## src/rtl/tdm_demux4.sv

```systemverilog
// 4-channel TDM receive demultiplexer with HUNT/LOCKED frame alignment.
// Define TDM_LATCH_EN to commit out0..out3 together on frame completion.
module tdm_demux4 #(
  parameter int unsigned W = 1
) (
  input  logic         clk,
  input  logic         rst_n,
  input  logic         in_valid,
  input  logic         in_frame,
  input  logic [W-1:0] in_data,
  output logic [W-1:0] out0,
  output logic [W-1:0] out1,
  output logic [W-1:0] out2,
  output logic [W-1:0] out3,
  output logic         out_valid,
  output logic         sync_err,
  output logic         locked
);

  localparam int unsigned SLOT_W = 2;

  typedef enum logic {
    ST_HUNT   = 1'b0,
    ST_LOCKED = 1'b1
  } state_e;

  state_e              state_q, state_d;
  logic [SLOT_W-1:0]   slot_q, slot_d;
  logic [W-1:0]        out0_q, out0_d, out1_q, out1_d, out2_q, out2_d, out3_q, out3_d;
  logic                out_valid_q, out_valid_d;
  logic                sync_err_q, sync_err_d;
  logic                cap;
  logic [SLOT_W-1:0]   cap_slot;
`ifdef TDM_LATCH_EN
  logic [W-1:0]        sh0_q, sh0_d, sh1_q, sh1_d, sh2_q, sh2_d;
`endif

  // State and output registers
  always_ff @(posedge clk) begin
    if (!rst_n) begin
      state_q     <= ST_HUNT;
      slot_q      <= '0;
      out0_q      <= '0;
      out1_q      <= '0;
      out2_q      <= '0;
      out3_q      <= '0;
      out_valid_q <= 1'b0;
      sync_err_q  <= 1'b0;
`ifdef TDM_LATCH_EN
      sh0_q       <= '0;
      sh1_q       <= '0;
      sh2_q       <= '0;
`endif
    end else begin
      state_q     <= state_d;
      slot_q      <= slot_d;
      out0_q      <= out0_d;
      out1_q      <= out1_d;
      out2_q      <= out2_d;
      out3_q      <= out3_d;
      out_valid_q <= out_valid_d;
      sync_err_q  <= sync_err_d;
`ifdef TDM_LATCH_EN
      sh0_q       <= sh0_d;
      sh1_q       <= sh1_d;
      sh2_q       <= sh2_d;
`endif
    end
  end

  // Alignment tracking and slot routing
  always_comb begin
    state_d     = state_q;
    slot_d      = slot_q;
    out0_d      = out0_q;
    out1_d      = out1_q;
    out2_d      = out2_q;
    out3_d      = out3_q;
    out_valid_d = 1'b0;
    sync_err_d  = 1'b0;
    cap         = 1'b0;
    cap_slot    = '0;
`ifdef TDM_LATCH_EN
    sh0_d       = sh0_q;
    sh1_d       = sh1_q;
    sh2_d       = sh2_q;
`endif

    if (in_valid) begin
      case (state_q)
        ST_HUNT: begin
          if (in_frame) begin
            cap     = 1'b1;
            state_d = ST_LOCKED;
          end
        end
        ST_LOCKED: begin
          if ((slot_q == SLOT_W'(0)) && !in_frame) begin
            sync_err_d = 1'b1;
            state_d    = ST_HUNT;
            slot_d     = '0;
          end else if (in_frame) begin
            // Early frame marker restarts the frame at slot 0
            cap        = 1'b1;
            sync_err_d = (slot_q != SLOT_W'(0));
          end else begin
            cap      = 1'b1;
            cap_slot = slot_q;
          end
        end
        default: state_d = ST_HUNT;
      endcase
    end

    if (cap) begin
      slot_d = cap_slot + SLOT_W'(1);
      case (cap_slot)
`ifdef TDM_LATCH_EN
        2'd0: sh0_d = in_data;
        2'd1: sh1_d = in_data;
        2'd2: sh2_d = in_data;
        default: begin
          out0_d      = sh0_q;
          out1_d      = sh1_q;
          out2_d      = sh2_q;
          out3_d      = in_data;
          out_valid_d = 1'b1;
        end
`else
        2'd0: out0_d = in_data;
        2'd1: out1_d = in_data;
        2'd2: out2_d = in_data;
        default: begin
          out3_d      = in_data;
          out_valid_d = 1'b1;
        end
`endif
      endcase
    end
  end

  assign out0      = out0_q;
  assign out1      = out1_q;
  assign out2      = out2_q;
  assign out3      = out3_q;
  assign out_valid = out_valid_q;
  assign sync_err  = sync_err_q;
  assign locked    = (state_q == ST_LOCKED);

endmodule

```

## config.mk

```make
export PLATFORM = sky130hd
export DESIGN_NAME = tdm_demux4
export DESIGN_NICKNAME = d
export VERILOG_FILES = /design/src/rtl/tdm_demux4.sv
export SDC_FILE = /design/constraint.sdc
export NUM_CORES = 1
export LEC_CHECK = 0
export BUFFER_PORTS_ARGS = -buffer_cell sky130_fd_sc_hd__buf_2
export CAP_MARGIN = 40
export CORE_MARGIN = 2
export CORE_UTILIZATION = 36
export DETAILED_ROUTE_END_ITERATION = 12
export GPL_TIMING_DRIVEN = 0
export MAX_ROUTING_LAYER = met4
export SLEW_MARGIN = 20
export SYNTH_ARGS = -nofsm -noshare
export SYNTH_HDL_FRONTEND = slang
export SYNTH_SLANG_ARGS = --single-unit
export TNS_END_PERCENT = 1
```

## constraint.sdc

```tcl
create_clock -name clk -period 4.89 [get_ports clk]
set_input_delay 1.2225 -clock clk [delete_from_list [all_inputs] [get_ports clk]]
set_output_delay 1.2225 -clock clk [all_outputs]
set_load 0.02 [all_outputs]
```

==> results of run 1 <==
## power groups by stage
stage	sequential, uW	clock, uW	combinational, uW
floorplan	79.8	0	10.4
global placement	78.4	0	17.7
detailed placement	78.4	0	18.0
CTS	76.8	58.1	18.1
global route	77.1	63.9	20.4
finish	76.8	56.8	17.9
## per-stage QoR
step / setup WS (ps) / instance area, um2 / cells / total power [uW]
5_1_grt: 2110 / 593 / 84 / 161
3_3_place_gp: 2040 / 567 / 80 / 96.1
2_1_floorplan: 2270 / 493 / 54 / 90.2
4_1_cts: 2280 / 593 / 84 / 153
6_report: 2290 / 593 / 84 / 151
3_5_place_dp: 2020 / 567 / 80 / 96.4
## final timing paths
kind	end	cells past startpoint	start	slack, ps
min	out0	2	out0	460
max	out3	9	in_frame	2290
max reg2reg	out3	8	slot_q[1]	3030
min reg2reg	out0	2	out0	460
## critical path, delay by kind of cell
| family | cells | cell delay [ps] |
|---|---|---|
| muxes | 1 | 200 |
| adders and majority gates | 2 | 350 |
| buffers and inverters | 3 | 240 |
| AOI/OAI and AO/OA | 1 | 180 |
| and+or+nand+nor | 2 | 590 |
## registers in the layout, indices dropped and copies added (netlist names)
name	flops
out0	1
out3	1
locked	1
out_valid	1
slot_q	2
out2	1
sync_err	1
out1	1
## cells in the final DEF (no fill, tap or decap)
cell type,count
clkbuf_1,2
dfxtp_1,9
buf_2,11
ha_1,6
o21a_1,1
clkbuf_4,3
inv_2,1
a21oi_1,4
nor2_1,1
nand2b_1,3
nand2_1,10
inv_1,2
a21boi_2,1
and2_1,1
nand3_1,3
and2b_1,1
or4b_4,1
nand2_2,1
mux2i_1,6
nor3b_1,2
## cell type report
type                    instances  area (um2)  share of cell area (%)
flip-flops and latches          9         180                    30.4
clock buffers                   4        26.3                    4.43
plain buffers                   1        3.75                   0.633
repair buffers                 11        55.1                    9.28
multi-input cells              41         298                    50.2
well taps                      15        18.8                    3.16
inverters                       3        11.3                    1.90
## layer usage
layer,part of all wire (%),vias to the layer above
met4,4.4,0
met2,42,9
met1,51,184
met3,3.1,5
met5,0,-
li1,-,211
## cell families (layout without fill, tap and decap cells)
kind of cell	count (synthesis)	count (layout)
buffers and inverters	4	19
multiplexers	6	6
AO/OA/AOI/OAI	6	6
adder cells (fa/ha/maj)	6	6
AND/OR/NAND/NOR	23	23
flip-flops	9	9
==> flow_metrics.py, run 1 <==
metrics = {
    "status": {
        "outcome": "finished, final reports clean",
    },
    "cells_and_area": {
        "num_antenna_cells": 0,
        "nets": 81,
        "fillCellCount": 133,
        "post-route-util_pct": 46.2,
        "drive_gt1_share_pct": 26.1,
        "syn2layout_area_growth_pct": 20.3,
    },
    "die": {
        "die_h_um": 41.0,
        "rows": 13,
        "core_area_um2": 1280,
        "die_x_um": 41.0,
        "dieArea_um2": 1680,
        "start_util_pct": 38.4,
        "io_pins": 12,
    },
    "synthesis": {
        "yosysTopAreaCellShare_pct": 36.5,
        "yosysSeqAreaShare_pct": 36.5,
        "synth_top_area_cell": "dfxtp_1",
        "synth-compound-area-share_pct": 7.87,
        "yosys_warnings": 0,
        "synthFlopType": "dfxtp_1",
        "synthArstFlopShare_pct": 0,
        "syn_nets": 65,
        "netlist_area_um2": 493,
        "synth_top_family_by_area": "simple AND/OR/NAND/NOR gates",
        "synthAdderAreaFrac_pct": 15.2,
        "synth_seq_cells": 9,
        "avgSynthCellArea_um2": 9.13,
        "synth_common_cells": "nand2_1, dfxtp_1, ha_1, mux2i_1, a21oi_1",
        "yosys.cell_types.count": 18,
        "synth_mux_area_share_pct": 12.2,
        "synthSimpleGateAreaFrac_pct": 25.1,
        "synth_edf_count": 0,
        "synth_xor_area_share_pct": 0,
        "synth_area_leaders": "dfxtp_1, ha_1, mux2i_1",
        "synthesis.instances": 54,
        "yosysMostFrequentCell": "nand2_1",
    },
    "global_routing": {
        "gr-max-usage-layer": "met2",
        "antenna_found_initial": 0,
        "grt_first_pass_wirelength_mm": 1.38,
        "grt-ovfl-total": 0,
        "grt_max_degree": 11,
        "use_met2_pct": 18.0,
        "use_met3_pct": 3.26,
        "grt_pass1_vias": 339,
        "grtUsageMet1_pct": 16.6,
        "grt_usage_pct": 13.6,
    },
    "power_and_ir_drop": {
        "clock_power_share_pct": 37.5,
        "switching_share_pct": 24.8,
        "p_leak_uw": 0.000268,
        "internal_power_uw": 114,
        "pwr-share-seq_pct": 50.7,
        "pwr-share-comb_pct": 11.8,
        "vdd_drop_max_v": 0.000134,
        "power.switching_uw": 37.5,
        "cellPowerDensity_nw_per_um2": 255,
    },
    "timing": {
        "slew_violations": 0,
        "final-hold-violation-count": 0,
        "finalCritPeriodShare_pct": 53.2,
        "rsz0062_at_grt": "no",
        "fin_setup_tns_ps": 0,
        "slew_headroom_pct": 73.6,
        "setup_violations": 0,
        "fin_skew_ps": 0.491,
        "timing.hold.ws_ps": 455,
        "tightest_slew_ps": 396,
        "period_minus_slack_ps": 2600,
        "max_freq_mhz": 384,
    },
    "clocking": {
        "ctsHoldBuffers": 0,
        "root_buffer": "clkbuf_4",
        "insertion_delay_ps": 250,
        "post_cts_resized": 0,
        "post_cts_buffers": 0,
        "cts_tree": "done",
        "htree_levels": 1,
        "cts_buffers": 3,
        "clockBufferDepth": 2,
        "cts.sinks": 9,
        "clk_pin_slew_ps": 60,
    },
    "worst_setup_path": {
        "end_kind": "register",
        "worstPathMaxFanout": 4,
        "critPathMostFrequentCell": "ha_1",
        "arrival_ps": 2790,
        "crit_chain": "buf_2 -> inv_1 -> ha_1 -> or4b_4 -> inv_2 -> ha_1 -> nand2_1 -> a21oi_1 -> mux2i_1",
        "criticalPathCategory": "in2reg",
        "critPathLaunchType": "input port",
        "required_ps": 5080,
        "max_stage_delay_ps": 540,
        "slowest_stage": "or4b_4",
    },
    "drt": {
        "detail_route.wl_per_cell_um": 9.75,
        "drc_errors": 0,
        "dr.pass1.iters": 2,
        "wirelength_um": 819,
        "drt-initial-drc-count": 1,
        "vias": 409,
        "viasPerCell": 4.87,
        "drtAntennaViolNets": 0,
    },
    "place": {
        "finalWeightedCongestion": 0.710,
        "port_buffers": 11,
        "dpl.hpwl_um": 648,
    },
    "worst_hold_path": {
        "hold_class": "reg2reg",
    },
    "run": {
        "drv_cap": 0,
    },
}
(Power assumes the default switching activity.)
==> run 2: changes to the inputs <==
--- a/config.mk
+++ b/config.mk
@@ -5,6 +5,7 @@
 export SDC_FILE = /design/constraint.sdc
 export NUM_CORES = 1
 export LEC_CHECK = 0
+export ABC_AREA = 1
 export BUFFER_PORTS_ARGS = -buffer_cell sky130_fd_sc_hd__buf_2
 export CAP_MARGIN = 40
 export CORE_MARGIN = 2
==> constraint.sdc (replaced) <==
create_clock -name clk -period 2.3 [get_ports clk]
set_input_delay 0.575 -clock clk [delete_from_list [all_inputs] [get_ports clk]]
set_output_delay 0.575 -clock clk [all_outputs]
set_load 0.02 [all_outputs]
==> run 2 against run 1 <==
  * Core utilization up 0.095 points
  * Synthesized area rose by 3.3%
  * Critical path depth stayed put
  * Register-to-register slack lost 2200 ps
  * Clock power is 110% higher
  * Sequential power increased by 110%
  * First-iteration DRC count grew to 8.0 times the previous value
  * Non-clock buffer count unchanged
  * Power increased by 120%
  * Via count grew 9.3%
  * Critical path type unchanged
  * Critical endpoint is now slot_q[1]
==> flow_metrics.py, run 2 <==
metrics = {
    "cells_and_area": {
        "syn2layout_area_growth_pct": 19.7,
        "largest_reg_flops": 2,
        "nets": 103,
        "fin_area_um2": 609,
        "final_cell_mix": "nand2_1, inv_1, nor2_1, buf_2",
        "num_antenna_cells": 0,
        "post-route-util_pct": 46.2,
        "fillCellCount": 139,
        "final_common_cell": "nand2_1",
        "regMostFlops": "slot_q",
        "drive_gt1_share_pct": 17.6,
    },
    "drt": {
        "vias": 447,
        "drc_errors": 0,
        "drt-initial-drc-count": 8,
        "detail_route.wl_per_cell_um": 8.01,
        "dr.pass1.iters": 2,
        "wirelength_um": 849,
        "drtAntennaViolNets": 0,
        "viasPerCell": 4.22,
    },
    "place": {
        "dpl.hpwl_um": 689,
        "place_area_um2": 583,
        "finalWeightedCongestion": 0.741,
        "port_buffers": 11,
    },
    "die": {
        "core_area_um2": 1320,
        "io_pins": 12,
        "rows": 13,
        "die_x_um": 41.6,
        "dieArea_um2": 1730,
        "start_util_pct": 38.7,
        "die_h_um": 41.6,
    },
    "power_and_ir_drop": {
        "power_uw": 327,
        "vdd_drop_max_v": 0.000245,
        "cellPowerDensity_nw_per_um2": 536,
        "p_leak_uw": 0.000350,
    },
    "worst_setup_path": {
        "critPathLaunchType": "input port",
        "r2r_start": "slot_q[0]",
        "r2r_cells": 8,
        "r2r-end": "slot_q[1]",
        "reg2reg_slack_ps": 830,
        "worstPathMaxFanout": 5,
        "criticalPathCategory": "in2reg",
        "max_stage_delay_ps": 310,
        "end_kind": "register",
        "crit_chain": "buf_2 -> inv_1 -> ha_1 -> nor2_1 -> nand3_1 -> ha_1 -> inv_1 -> nand2_1 -> a21oi_1",
        "required_ps": 2490,
        "slowest_stage": "ha_1",
        "arrival_ps": 1750,
    },
    "global_routing": {
        "grt_pass1_vias": 406,
        "use_met3_pct": 6.52,
        "use_met2_pct": 19.4,
        "grt_max_degree": 11,
        "gr-max-usage-layer": "met2",
        "grtUsageMet1_pct": 12.5,
        "grt_usage_pct": 11.7,
        "grt_first_pass_wirelength_mm": 1.55,
        "grt-ovfl-total": 0,
        "antenna_found_initial": 0,
    },
    "clocking": {
        "cts_buffers": 3,
        "clockBufferDepth": 2,
        "insertion_delay_ps": 260,
        "clk_pin_slew_ps": 60,
        "post_cts_resized": 0,
        "ctsHoldBuffers": 0,
        "htree_levels": 1,
        "root_buffer": "clkbuf_4",
        "post_cts_buffers": 0,
        "cts_tree": "done",
        "cts.sinks": 9,
    },
    "synthesis": {
        "yosysTopAreaCellShare_pct": 35.4,
        "synthFlopType": "dfxtp_1",
        "yosysSeqAreaShare_pct": 35.4,
        "yosys.cell_types.count": 10,
        "avgSynthCellArea_um2": 6.70,
        "synthesis.instances": 76,
        "synth_area_leaders": "dfxtp_1, ha_1, nand2_1",
        "yosys_warnings": 0,
        "netlist_area_um2": 509,
        "synth_edf_count": 0,
        "syn_nets": 87,
        "synthArstFlopShare_pct": 0,
        "synth_top_area_cell": "dfxtp_1",
        "synth_common_cells": "nand2_1, inv_1, nor2_1",
        "synth_seq_cells": 9,
        "yosysMostFrequentCell": "nand2_1",
    },
    "timing": {
        "setup_violations": 0,
        "final-hold-violation-count": 0,
        "fin_setup_tns_ps": 0,
        "tightest_slew_ps": 180,
        "period_minus_slack_ps": 1550,
        "max_freq_mhz": 643,
        "slew_violations": 0,
        "fin_skew_ps": 3.45,
        "slew_headroom_pct": 88.0,
        "finalCritPeriodShare_pct": 67.6,
        "rsz0062_at_grt": "no",
    },
    "worst_hold_path": {
        "hp-start": "out3",
        "hold_class": "reg2reg",
        "worst_hold_path.endpoint": "out3",
        "hold_depth": 4,
    },
    "run": {
        "drv_cap": 0,
    },
    "status": {
        "outcome": "finished, final reports clean",
    },
}
==> run 2: logic make-up (layout without fill, tap and decap cells) <==
group,after synthesis,in the layout,synth area share (%)
buf+inv,18,33,14.7
simple gates,41,41,33.2
fa+ha+maj,6,6,14.7
flops,9,9,35.4
compound gates,2,2,1.97
==> run 2: per-layer routing <==
layer  up-vias  wire length, um  part of all wire, %
met5         -                0                    0
met4         0                0                    0
met3         0               59                  6.9
met2         9              382                   45
met1       183              407                   48
li1        255                -                    -
==> run 2: how the worst max path moves through the flow <==
| stage | cells past startpoint | end | from | slack (ps) |
|---|---|---|---|---|
| floorplan | 8 | slot_q[1] | in_frame | 720 |
| global placement | 9 | slot_q[1] | in_frame | 500 |
| detailed placement | 9 | slot_q[1] | in_frame | 480 |
| CTS | 9 | slot_q[1] | in_frame | 740 |
| global route | 9 | slot_q[1] | in_frame | 610 |
| finish | 9 | slot_q[1] | in_frame | 750 |
==> run 2: worst max-delay path, delay by kind of cell <==
family                     cells  cell delay (ps)
AOI/OAI and AO/OA              1              130
buffers and inverters          3              220
and+or+nand+nor                3              280
adders and majority gates      2              540
==> run 2: layout make-up <==
type	instances	area, um2	share of cell area [%]
timing repair buffer	11	55.1	9.03
multi-input combinational	49	254	41.7
tap	15	18.8	3.08
clock buffer	4	26.3	4.31
inverter	17	63.8	10.5
buffer	1	11.3	1.85
sequential	9	180	29.6
==> run 2: metrics by stage <==
stage / hold slack, ps / instances / setup slack, ps
after floorplan: 471 / 76 / 718
after global placement: 494 / 102 / 503
after detailed placement: 494 / 102 / 477
after CTS: 503 / 106 / 744
after global routing: 521 / 106 / 615
final: 504 / 106 / 745
==> run 2: where the power goes <==
| part | switching [uW] | leakage [uW] | internal (uW) |
|---|---|---|---|
| clock | 52.1 | 0.0000150 | 66.7 |
| sequential | 3.23 | 0.0000731 | 161 |
| combinational | 27.4 | 0.000262 | 16.8 |
| total | 82.8 | 0.000350 | 244 |
